--- config.mk ---
export PLATFORM = sky130hd
export DESIGN_NAME = riscv_mc_ctrl_fsm
export DESIGN_NICKNAME = d
export VERILOG_FILES = /design/src/rtl/riscv_mc_ctrl_fsm.sv
export SDC_FILE = /design/constraint.sdc
export NUM_CORES = 1
export LEC_CHECK = 0
export CORE_MARGIN = 3
export CORE_UTILIZATION = 40
export DETAILED_ROUTE_END_ITERATION = 12
export PLACE_DENSITY_LB_ADDON = 0.12
export SETUP_SLACK_MARGIN = 0.2
export SLEW_MARGIN = 20
export SYNTH_ARGS = -nofsm -noshare
export SYNTH_HDL_FRONTEND = slang
export SYNTH_SLANG_ARGS = --single-unit
--- constraint.sdc ---
create_clock -name clk -period 4.3 [get_ports clk]
set_input_delay 1.29 -clock clk [delete_from_list [all_inputs] [get_ports clk]]
set_output_delay 1.29 -clock clk [all_outputs]
set_load 0.05 [all_outputs]
--- src/rtl/riscv_mc_ctrl_fsm.sv ---
// Multicycle RV32I main controller: sequences fetch/decode/execute/memory/writeback and
//   drives datapath enables and mux selects; halts stickily with a fault code.
// Latency: outputs are Moore-decoded from the state register. Only the FETCH completion strobes
//   follow mem_ready combinationally. Backpressure: memory requests are held until mem_ready,
//   or until the wait counter reaches MEM_TIMEOUT, which faults the core.
//
// Optional feature (macro RISCV_MC_CTRL_PERF_EN): adds the cycle_cnt and instret_cnt counters.
//
// Ports:
//   clk, rst                    clock (rising edge) and synchronous active-high reset
//   opcode, funct3, funct7      instruction register decode fields (funct7 is unused here)
//   flag_zero/lt/ltu            ALU compare flags used by branches
//   mem_ready                   memory completes the current access this cycle
//   pc_write, old_pc_write,     register enables
//   ir_write, reg_write
//   addr_src                    memory address mux select
//   mem_read, mem_write         memory requests
//   wb_src, pc_src              writeback and PC source mux selects
//   alu_op, alu_src_a/b         ALU operation class and operand mux selects
//   halted, fault               sticky halt status and its cause
//   state_o                     current state code, for debug
//   cycle_cnt, instret_cnt      performance counters (only with the optional feature)
module riscv_mc_ctrl_fsm #(
  parameter int MEM_TIMEOUT = 16,
  parameter int TMO_W       = 8,
  parameter int CNT_W       = 32
) (
  input  logic       clk,
  input  logic       rst,
  input  logic [6:0] opcode,
  input  logic [2:0] funct3,
  input  logic [6:0] funct7,
  input  logic       flag_zero,
  input  logic       flag_lt,
  input  logic       flag_ltu,
  input  logic       mem_ready,
  output logic       pc_write,
  output logic       old_pc_write,
  output logic       addr_src,
  output logic       mem_read,
  output logic       mem_write,
  output logic       ir_write,
  output logic [1:0] wb_src,
  output logic       pc_src,
  output logic [1:0] alu_op,
  output logic [1:0] alu_src_a,
  output logic [1:0] alu_src_b,
  output logic       reg_write,
  output logic       halted,
  output logic [1:0] fault,
  output logic [4:0] state_o
`ifdef RISCV_MC_CTRL_PERF_EN
  ,
  output logic [CNT_W-1:0] cycle_cnt,
  output logic [CNT_W-1:0] instret_cnt
`endif
);

  typedef enum logic [4:0] {
    S_FETCH     = 5'd0,
    S_DECODE    = 5'd1,
    S_EXEC_R    = 5'd2,
    S_EXEC_I    = 5'd3,
    S_EXEC_LUI  = 5'd4,
    S_EXEC_AUI  = 5'd5,
    S_MEM_ADDR  = 5'd6,
    S_MEM_LOAD  = 5'd7,
    S_MEM_STORE = 5'd8,
    S_WB_MEM    = 5'd9,
    S_WB_ALU    = 5'd10,
    S_JAL_WB    = 5'd11,
    S_JALR_WB   = 5'd12,
    S_JUMP      = 5'd13,
    S_BR_CMP    = 5'd14,
    S_BR_TAKE   = 5'd15,
    S_HALT      = 5'd31
  } state_t;

  localparam logic [TMO_W-1:0] LP_TMO = TMO_W'(MEM_TIMEOUT);

  localparam logic [6:0] OP_R      = 7'b0110011;
  localparam logic [6:0] OP_I      = 7'b0010011;
  localparam logic [6:0] OP_LOAD   = 7'b0000011;
  localparam logic [6:0] OP_STORE  = 7'b0100011;
  localparam logic [6:0] OP_LUI    = 7'b0110111;
  localparam logic [6:0] OP_AUIPC  = 7'b0010111;
  localparam logic [6:0] OP_JAL    = 7'b1101111;
  localparam logic [6:0] OP_JALR   = 7'b1100111;
  localparam logic [6:0] OP_BRANCH = 7'b1100011;

  localparam logic [1:0] FLT_NONE    = 2'b00;
  localparam logic [1:0] FLT_ILLEGAL = 2'b01;
  localparam logic [1:0] FLT_TIMEOUT = 2'b10;

  state_t           r_state;
  state_t           w_state_nxt;
  logic [TMO_W-1:0] r_wait;
  logic [1:0]       r_fault;
  logic [1:0]       w_fault_nxt;
  logic             w_mem_pend;
  logic             w_tmo;
  logic             w_br_taken;
  logic             w_br_illegal;
  logic             w_unused;

  // funct7 is decoded by the ALU control, not here.
  assign w_unused = ^{funct7, (CNT_W > 0)};

  // A request is outstanding in every state that talks to memory.
  assign w_mem_pend = (r_state == S_FETCH) || (r_state == S_MEM_LOAD) ||
                      (r_state == S_MEM_STORE);

  // Timeout only fires when the limit is reached without completion; a
  // same-cycle mem_ready lets the access finish normally.
  assign w_tmo = (MEM_TIMEOUT != 0) && w_mem_pend && (r_wait == LP_TMO) && !mem_ready;

  always_comb begin
    w_br_taken   = 1'b0;
    w_br_illegal = 1'b0;
    case (funct3)
      3'b000:  w_br_taken = flag_zero;
      3'b001:  w_br_taken = !flag_zero;
      3'b100:  w_br_taken = flag_lt;
      3'b101:  w_br_taken = !flag_lt;
      3'b110:  w_br_taken = flag_ltu;
      3'b111:  w_br_taken = !flag_ltu;
      default: w_br_illegal = 1'b1;
    endcase
  end

  always_ff @(posedge clk) begin
    if (rst) begin
      r_state <= S_FETCH;
      r_wait  <= '0;
      r_fault <= FLT_NONE;
    end else begin
      r_state <= w_state_nxt;
      r_fault <= w_fault_nxt;
      // Leaving a memory state also clears, so every access starts from zero.
      if (!w_mem_pend || mem_ready) begin
        r_wait <= '0;
      end else begin
        r_wait <= r_wait + TMO_W'(1);
      end
    end
  end

  always_comb begin
    w_state_nxt  = r_state;
    w_fault_nxt  = r_fault;
    pc_write     = 1'b0;
    old_pc_write = 1'b0;
    addr_src     = 1'b0;
    mem_read     = 1'b0;
    mem_write    = 1'b0;
    ir_write     = 1'b0;
    wb_src       = 2'b00;
    pc_src       = 1'b0;
    alu_op       = 2'b00;
    alu_src_a    = 2'b00;
    alu_src_b    = 2'b00;
    reg_write    = 1'b0;
    halted       = 1'b0;
    fault        = r_fault;
    state_o      = r_state;

    case (r_state)
      S_FETCH: begin
        // ALU computes PC+4 while the instruction is read.
        mem_read  = 1'b1;
        alu_src_b = 2'b01;
        if (mem_ready) begin
          pc_write     = 1'b1;
          ir_write     = 1'b1;
          old_pc_write = 1'b1;
          w_state_nxt  = S_DECODE;
        end else if (w_tmo) begin
          w_state_nxt = S_HALT;
          w_fault_nxt = FLT_TIMEOUT;
        end
      end
      S_DECODE: begin
        // OldPC + imm lands in ALUOut for branches and JAL.
        alu_src_a = 2'b01;
        alu_src_b = 2'b10;
        case (opcode)
          OP_R:      w_state_nxt = S_EXEC_R;
          OP_I:      w_state_nxt = S_EXEC_I;
          OP_LOAD,
          OP_STORE:  w_state_nxt = S_MEM_ADDR;
          OP_LUI:    w_state_nxt = S_EXEC_LUI;
          OP_AUIPC:  w_state_nxt = S_EXEC_AUI;
          OP_JAL:    w_state_nxt = S_JAL_WB;
          OP_JALR:   w_state_nxt = S_JALR_WB;
          OP_BRANCH: w_state_nxt = S_BR_CMP;
          default: begin
            w_state_nxt = S_HALT;
            w_fault_nxt = FLT_ILLEGAL;
          end
        endcase
      end
      S_EXEC_R: begin
        alu_src_a   = 2'b10;
        alu_op      = 2'b10;
        w_state_nxt = S_WB_ALU;
      end
      S_EXEC_I: begin
        alu_src_a   = 2'b10;
        alu_src_b   = 2'b10;
        alu_op      = 2'b10;
        w_state_nxt = S_WB_ALU;
      end
      S_EXEC_LUI: begin
        alu_src_a   = 2'b11;
        alu_src_b   = 2'b10;
        w_state_nxt = S_WB_ALU;
      end
      S_EXEC_AUI: begin
        alu_src_a   = 2'b01;
        alu_src_b   = 2'b10;
        w_state_nxt = S_WB_ALU;
      end
      S_WB_ALU: begin
        wb_src      = 2'b01;
        reg_write   = 1'b1;
        w_state_nxt = S_FETCH;
      end
      S_MEM_ADDR: begin
        alu_src_a   = 2'b10;
        alu_src_b   = 2'b10;
        w_state_nxt = (opcode == OP_LOAD) ? S_MEM_LOAD : S_MEM_STORE;
      end
      S_MEM_LOAD: begin
        addr_src = 1'b1;
        mem_read = 1'b1;
        if (mem_ready) begin
          w_state_nxt = S_WB_MEM;
        end else if (w_tmo) begin
          w_state_nxt = S_HALT;
          w_fault_nxt = FLT_TIMEOUT;
        end
      end
      S_MEM_STORE: begin
        addr_src  = 1'b1;
        mem_write = 1'b1;
        if (mem_ready) begin
          w_state_nxt = S_FETCH;
        end else if (w_tmo) begin
          w_state_nxt = S_HALT;
          w_fault_nxt = FLT_TIMEOUT;
        end
      end
      S_WB_MEM: begin
        reg_write   = 1'b1;
        w_state_nxt = S_FETCH;
      end
      S_JAL_WB: begin
        wb_src      = 2'b10;
        reg_write   = 1'b1;
        pc_write    = 1'b1;
        pc_src      = 1'b1;
        w_state_nxt = S_FETCH;
      end
      S_JALR_WB: begin
        // rd gets PC+4 while rs1+imm is computed into ALUOut for JUMP.
        wb_src      = 2'b10;
        reg_write   = 1'b1;
        alu_src_a   = 2'b10;
        alu_src_b   = 2'b10;
        w_state_nxt = S_JUMP;
      end
      S_JUMP, S_BR_TAKE: begin
        pc_write    = 1'b1;
        pc_src      = 1'b1;
        w_state_nxt = S_FETCH;
      end
      S_BR_CMP: begin
        // Not-taken needs no PC update: FETCH already wrote PC+4.
        alu_src_a = 2'b10;
        alu_op    = 2'b01;
        if (w_br_illegal) begin
          w_state_nxt = S_HALT;
          w_fault_nxt = FLT_ILLEGAL;
        end else if (w_br_taken) begin
          w_state_nxt = S_BR_TAKE;
        end else begin
          w_state_nxt = S_FETCH;
        end
      end
      S_HALT: begin
        halted = 1'b1;
      end
      default: begin
        w_state_nxt = S_FETCH;
      end
    endcase

    // Reset masks every output so an abandoned access issues no strobe.
    if (rst) begin
      pc_write     = 1'b0;
      old_pc_write = 1'b0;
      addr_src     = 1'b0;
      mem_read     = 1'b0;
      mem_write    = 1'b0;
      ir_write     = 1'b0;
      wb_src       = 2'b00;
      pc_src       = 1'b0;
      alu_op       = 2'b00;
      alu_src_a    = 2'b00;
      alu_src_b    = 2'b00;
      reg_write    = 1'b0;
      halted       = 1'b0;
      fault        = FLT_NONE;
      state_o      = 5'd0;
    end
  end

`ifdef RISCV_MC_CTRL_PERF_EN
  logic [CNT_W-1:0] r_cycle_cnt;
  logic [CNT_W-1:0] r_instret_cnt;

  always_ff @(posedge clk) begin
    if (rst) begin
      r_cycle_cnt   <= '0;
      r_instret_cnt <= '0;
    end else if (r_state != S_HALT) begin
      r_cycle_cnt <= r_cycle_cnt + CNT_W'(1);
      // An instruction retires when control returns to FETCH.
      if ((r_state != S_FETCH) && (w_state_nxt == S_FETCH)) begin
        r_instret_cnt <= r_instret_cnt + CNT_W'(1);
      end
    end
  end

  assign cycle_cnt   = rst ? '0 : r_cycle_cnt;
  assign instret_cnt = rst ? '0 : r_instret_cnt;
`endif

endmodule

==> report_table.html <==
<table>
<tr><th>Metric</th><th>Value</th></tr>
<tr><th colspan="2">Synth</th></tr>
<tr><td>Largest cells by area after synthesis</td><td>sky130_fd_sc_hd__dfxtp_1 25%, sky130_fd_sc_hd__nor2_1 8.3%, sky130_fd_sc_hd__xor2_1 6.4%</td></tr>
<tr><td>Post-Synthesis Net Count</td><td>197</td></tr>
<tr><td>Most used standard cells in the synthesized netlist</td><td>27 x sky130_fd_sc_hd__nor2_1, 15 x sky130_fd_sc_hd__dfxtp_1, 10 x sky130_fd_sc_hd__a21oi_1, 10 x sky130_fd_sc_hd__clkbuf_1</td></tr>
<tr><td>Yosys warnings</td><td>0</td></tr>
<tr><td>Synthesized instance count</td><td>172</td></tr>
<tr><td>Synthesized area per cell</td><td>7.11 µm²</td></tr>
<tr><td>Part of the Yosys area used for sequential elements</td><td>24.5%</td></tr>
<tr><td>Post-synth top flop</td><td>sky130_fd_sc_hd__dfxtp_1</td></tr>
<tr><td>#FFs+latches synth</td><td>15</td></tr>
<tr><td>Most frequently used cell type in the post-synthesis netlist</td><td>sky130_fd_sc_hd__nor2_1</td></tr>
<tr><td>Number of flops mapped to enable cells by yosys</td><td>0</td></tr>
<tr><td>Area share of the largest cell type after synthesis</td><td>24.5%</td></tr>
<tr><td>Number of different library cells in the post-synthesis netlist</td><td>45</td></tr>
<tr><td>Area leader, netlist</td><td>sky130_fd_sc_hd__dfxtp_1</td></tr>
<tr><td>Share of synthesized registers carrying an async set or reset</td><td>0%</td></tr>
<tr><td>Summed instance area of the synthesized netlist</td><td>0.00122 mm²</td></tr>
<tr><th colspan="2">Detailed routing</th></tr>
<tr><td>Routed wire length</td><td>3350 µm</td></tr>
<tr><td>Average via count per standard cell</td><td>5.76</td></tr>
<tr><td>Number of detailed-routing iterations run before antenna repair</td><td>4</td></tr>
<tr><td>Drt wl/cell</td><td>14.1 µm</td></tr>
<tr><td>Number of nets with antenna violations after detailed routing</td><td>0</td></tr>
<tr><td>DR DRC count</td><td>0</td></tr>
<tr><td>Via count of the routed design</td><td>1,365</td></tr>
<tr><td>Violation count after the first detailed-routing iteration</td><td>60</td></tr>
<tr><th colspan="2">STA</th></tr>
<tr><td>Final hold violations</td><td>0</td></tr>
<tr><td>Worst path setup slack after routing</td><td>266 ps</td></tr>
<tr><td>Slew margin rel.</td><td>57.6%</td></tr>
<tr><td>Peak Freq</td><td>248 MHz</td></tr>
<tr><td>Unrepaired setup endpoints after global routing</td><td>false</td></tr>
<tr><td>Final setup TNS</td><td>0 ps</td></tr>
<tr><td>Clock tree skew after final layout</td><td>11.1 ps</td></tr>
<tr><td>Final count of pins violating max slew</td><td>0</td></tr>
<tr><td>Final setup violation count</td><td>0</td></tr>
<tr><td>Actual slew at the worst max-slew pin</td><td>635 ps</td></tr>
<tr><td>Worst Hold Margin</td><td>502 ps</td></tr>
<tr><td>Min Clock Period, post-route</td><td>4030 ps</td></tr>
<tr><td>Final worst-path cycle share</td><td>93.8%</td></tr>
<tr><th colspan="2">Critical path</th></tr>
<tr><td>Peak per-stage delay on the critical path</td><td>500 ps</td></tr>
<tr><td>Worst EP required</td><td>3010 ps</td></tr>
<tr><td>Worst path depth</td><td>6</td></tr>
<tr><td>FF-to-FF path depth</td><td>5</td></tr>
<tr><td>Critical path fanouts, max</td><td>5</td></tr>
<tr><td>Critical Path, Cell by Cell</td><td>clkdlybuf4s50_1 &gt; inv_2 &gt; and3_4 &gt; and2_2 &gt; or2_2 &gt; buf_4</td></tr>
<tr><td>Slowest cell on the critical path</td><td>sky130_fd_sc_hd__clkdlybuf4s50_1</td></tr>
<tr><td>Setup crit start kind</td><td>primary input</td></tr>
<tr><td>Critical Path End Type</td><td>output port</td></tr>
<tr><td>Buffering stage count on the worst path with inverters included</td><td>3</td></tr>
<tr><td>Worst setup path category</td><td>in2out</td></tr>
<tr><td>Kind of cell with the highest combined delay on the critical path</td><td>buffers and inverters</td></tr>
<tr><td>Arrival time worst endpoint</td><td>2740 ps</td></tr>
<tr><th colspan="2">Placed design</th></tr>
<tr><td>Placed wire-length estimate after detailed placement</td><td>2720 µm</td></tr>
<tr><td>RePlAce Congestion</td><td>0.854</td></tr>
<tr><td>Placement Setup Slack</td><td>151 ps</td></tr>
<tr><td>Count of input and output buffers</td><td>39</td></tr>
<tr><th colspan="2">Global routing</th></tr>
<tr><td>Maximum number of pins on one net before global-route repair</td><td>18</td></tr>
<tr><td>Global Route Usage Sum</td><td>19.0%</td></tr>
<tr><td>Initial antenna violation count</td><td>0</td></tr>
<tr><td>Wire length of the first global-routing pass</td><td>5440 µm</td></tr>
<tr><td>Remaining global-route overflow</td><td>0</td></tr>
<tr><td>Number of global-route vias before repair</td><td>1,226</td></tr>
<tr><th colspan="2">Clock tree</th></tr>
<tr><td>Clock tree from TritonCTS</td><td>yes</td></tr>
<tr><td>Clock latency on the worst-skew pair</td><td>290 ps</td></tr>
<tr><td>CTS root buffer</td><td>sky130_fd_sc_hd__clkbuf_4</td></tr>
<tr><td>Clock-pin slew on the worst setup and hold paths</td><td>90 ps</td></tr>
<tr><td>Clock sink total</td><td>15</td></tr>
<tr><td>Max Buffers Root-to-Sink</td><td>2</td></tr>
<tr><td>H-Tree Depth</td><td>1</td></tr>
<tr><td>Number of buffers added by the clock tree synthesis step</td><td>3</td></tr>
<tr><th colspan="2">Power and ir drop</th></tr>
<tr><td>Overall power of the completed layout</td><td>0.921 mW</td></tr>
<tr><td>Fraction of power spent switching nets</td><td>49.0%</td></tr>
<tr><td>Share of power burned in the clock network</td><td>8.7%</td></tr>
<tr><td>Net Sw Power</td><td>0.451 mW</td></tr>
<tr><td>Pwr/cell area</td><td>480 mW/mm²</td></tr>
<tr><td>Static leakage</td><td>0.748 nW</td></tr>
<tr><td>Cell Int Power</td><td>0.469 mW</td></tr>
<tr><td>Largest voltage drop on the vdd net</td><td>386 µV</td></tr>
<tr><td>Gate power share</td><td>66.4%</td></tr>
<tr><td>Flop pwr share</td><td>24.9%</td></tr>
<tr><th colspan="2">Floorplanning</th></tr>
<tr><td>I/O pin count</td><td>47</td></tr>
<tr><td>Chip Height</td><td>61.3 µm</td></tr>
<tr><td>Chip width</td><td>61.3 µm</td></tr>
<tr><td>Starting utilization of the core area</td><td>43.3%</td></tr>
<tr><td>Standard-cell rows</td><td>19</td></tr>
<tr><td>Area of the die</td><td>0.00376 mm²</td></tr>
<tr><td>Core Area</td><td>0.00283 mm²</td></tr>
<tr><th colspan="2">Final layout</th></tr>
<tr><td>Area growth syn-to-layout</td><td>56.6%</td></tr>
<tr><td>Nets</td><td>232</td></tr>
<tr><td>Ant diodes</td><td>0</td></tr>
<tr><td>Share of post-route cells with drive strength above 1</td><td>20.9%</td></tr>
<tr><th colspan="2">Flow run</th></tr>
<tr><td>Number of max-cap violations</td><td>0</td></tr>
<tr><th colspan="2">Worst hold path</th></tr>
<tr><td>Hold Path Stages</td><td>1</td></tr>
<tr><td>HP Class</td><td>reg2reg</td></tr>
<tr><th colspan="2">Run status</th></tr>
<tr><td>Run status</td><td>finished clean</td></tr>
</table>
==> state kept, by name (all words and copies together), names as in the netlist <==
name     cells
r_wait       8
r_state      5
r_fault      2
==> metrics by stage <==
stage / utilization [%] / instances / area (µm²)
after floorplan: - / 172 / 1250
after detailed placement: 66.0 / 232 / 1870
after global placement: 66.0 / 232 / 1870
final: 67.8 / 237 / 1920
after global routing: 67.8 / 237 / 1920
after CTS: 67.5 / 236 / 1910
==> power groups by stage <==
| stage | Combinational, mW | Clock (mW) | Sequential [mW] |
|---|---|---|---|
| 6_report | 0.611 | 0.0805 | 0.229 |
| 5_1_grt | 0.650 | 0.0910 | 0.236 |
| 4_1_cts | 0.612 | 0.0829 | 0.227 |
| 3_5_place_dp | 0.601 | 0 | 0.229 |
| 3_3_place_gp | 0.592 | 0 | 0.226 |
| 2_1_floorplan | 0.399 | 0 | 0.183 |
==> layout make-up <==
type	instances	area, µm²
tap	31	38.8
clock inverter	1	5.00
fill	239	912
clock buffer	3	22.5
multi-input combinational	137	883
sequential	15	300
timing repair buffer	41	633
inverter	9	33.8
==> placed cells by master (no fill, tap or decap), drive strengths merged, types with 2 or more instances in the layout <==
cell type      synthesis  layout
nor2                  27      27
buf                    1      26
clkdlybuf4s50          0      15
dfxtp                 15      15
a21oi                 10      10
nor3                  10      10
nor2b                  9       9
xor2                   9       9
nand2                  9       9
inv                    9       9
and3                   7       7
o21ai                  5       5
nand3                  5       5
nand2b                 4       4
o211ai                 4       4
nor4                   4       4
a221oi                 3       3
clkbuf                10       3
a31oi                  2       2
ha                     2       2
or2                    2       2
nor4b                  2       2
and2                   2       2
==> layer usage <==
layer	vias to the layer above	wire [µm]	track usage [%]
met3	11	251	5.24
li1	680	-	-
met1	610	1390	24.2
met2	64	1640	31.3
met4	0	65	5.26
met5	-	0	0
==> worst paths after layout <==
path                            slack, ps                 endpoint                     from
worst min register to register        500     r_wait[0]$_SDFF_PP0_     r_wait[0]$_SDFF_PP0_
worst max register to register       2170  r_fault[0]$_SDFFE_PP0P_  r_state[0]$_SDFFE_PP0P_
worst max-delay path                  270                 pc_write                      rst
worst min-delay path                  500     r_wait[0]$_SDFF_PP0_     r_wait[0]$_SDFF_PP0_
==> cells by family after synthesis <==
logic type,synth area share [%]
xor gates and xnor gates,7.16
muxes,0.818
DFF,24.5
buffers and inverters,6.44
AOI/OAI and AO/OA,20.0
adders and majority gates,2.04
and+or+nand+nor,39.0
==> timing repair <==
item | in CTS | in global routing
pin swaps | 0 | 1
endpoints found under the setup margin | 1 | 1
resized for setup | 5 | 1
setup buffers | 0 | 1
hold buffers | 0 | 0
No activity file was read; power rests on OpenSTA's default activity.
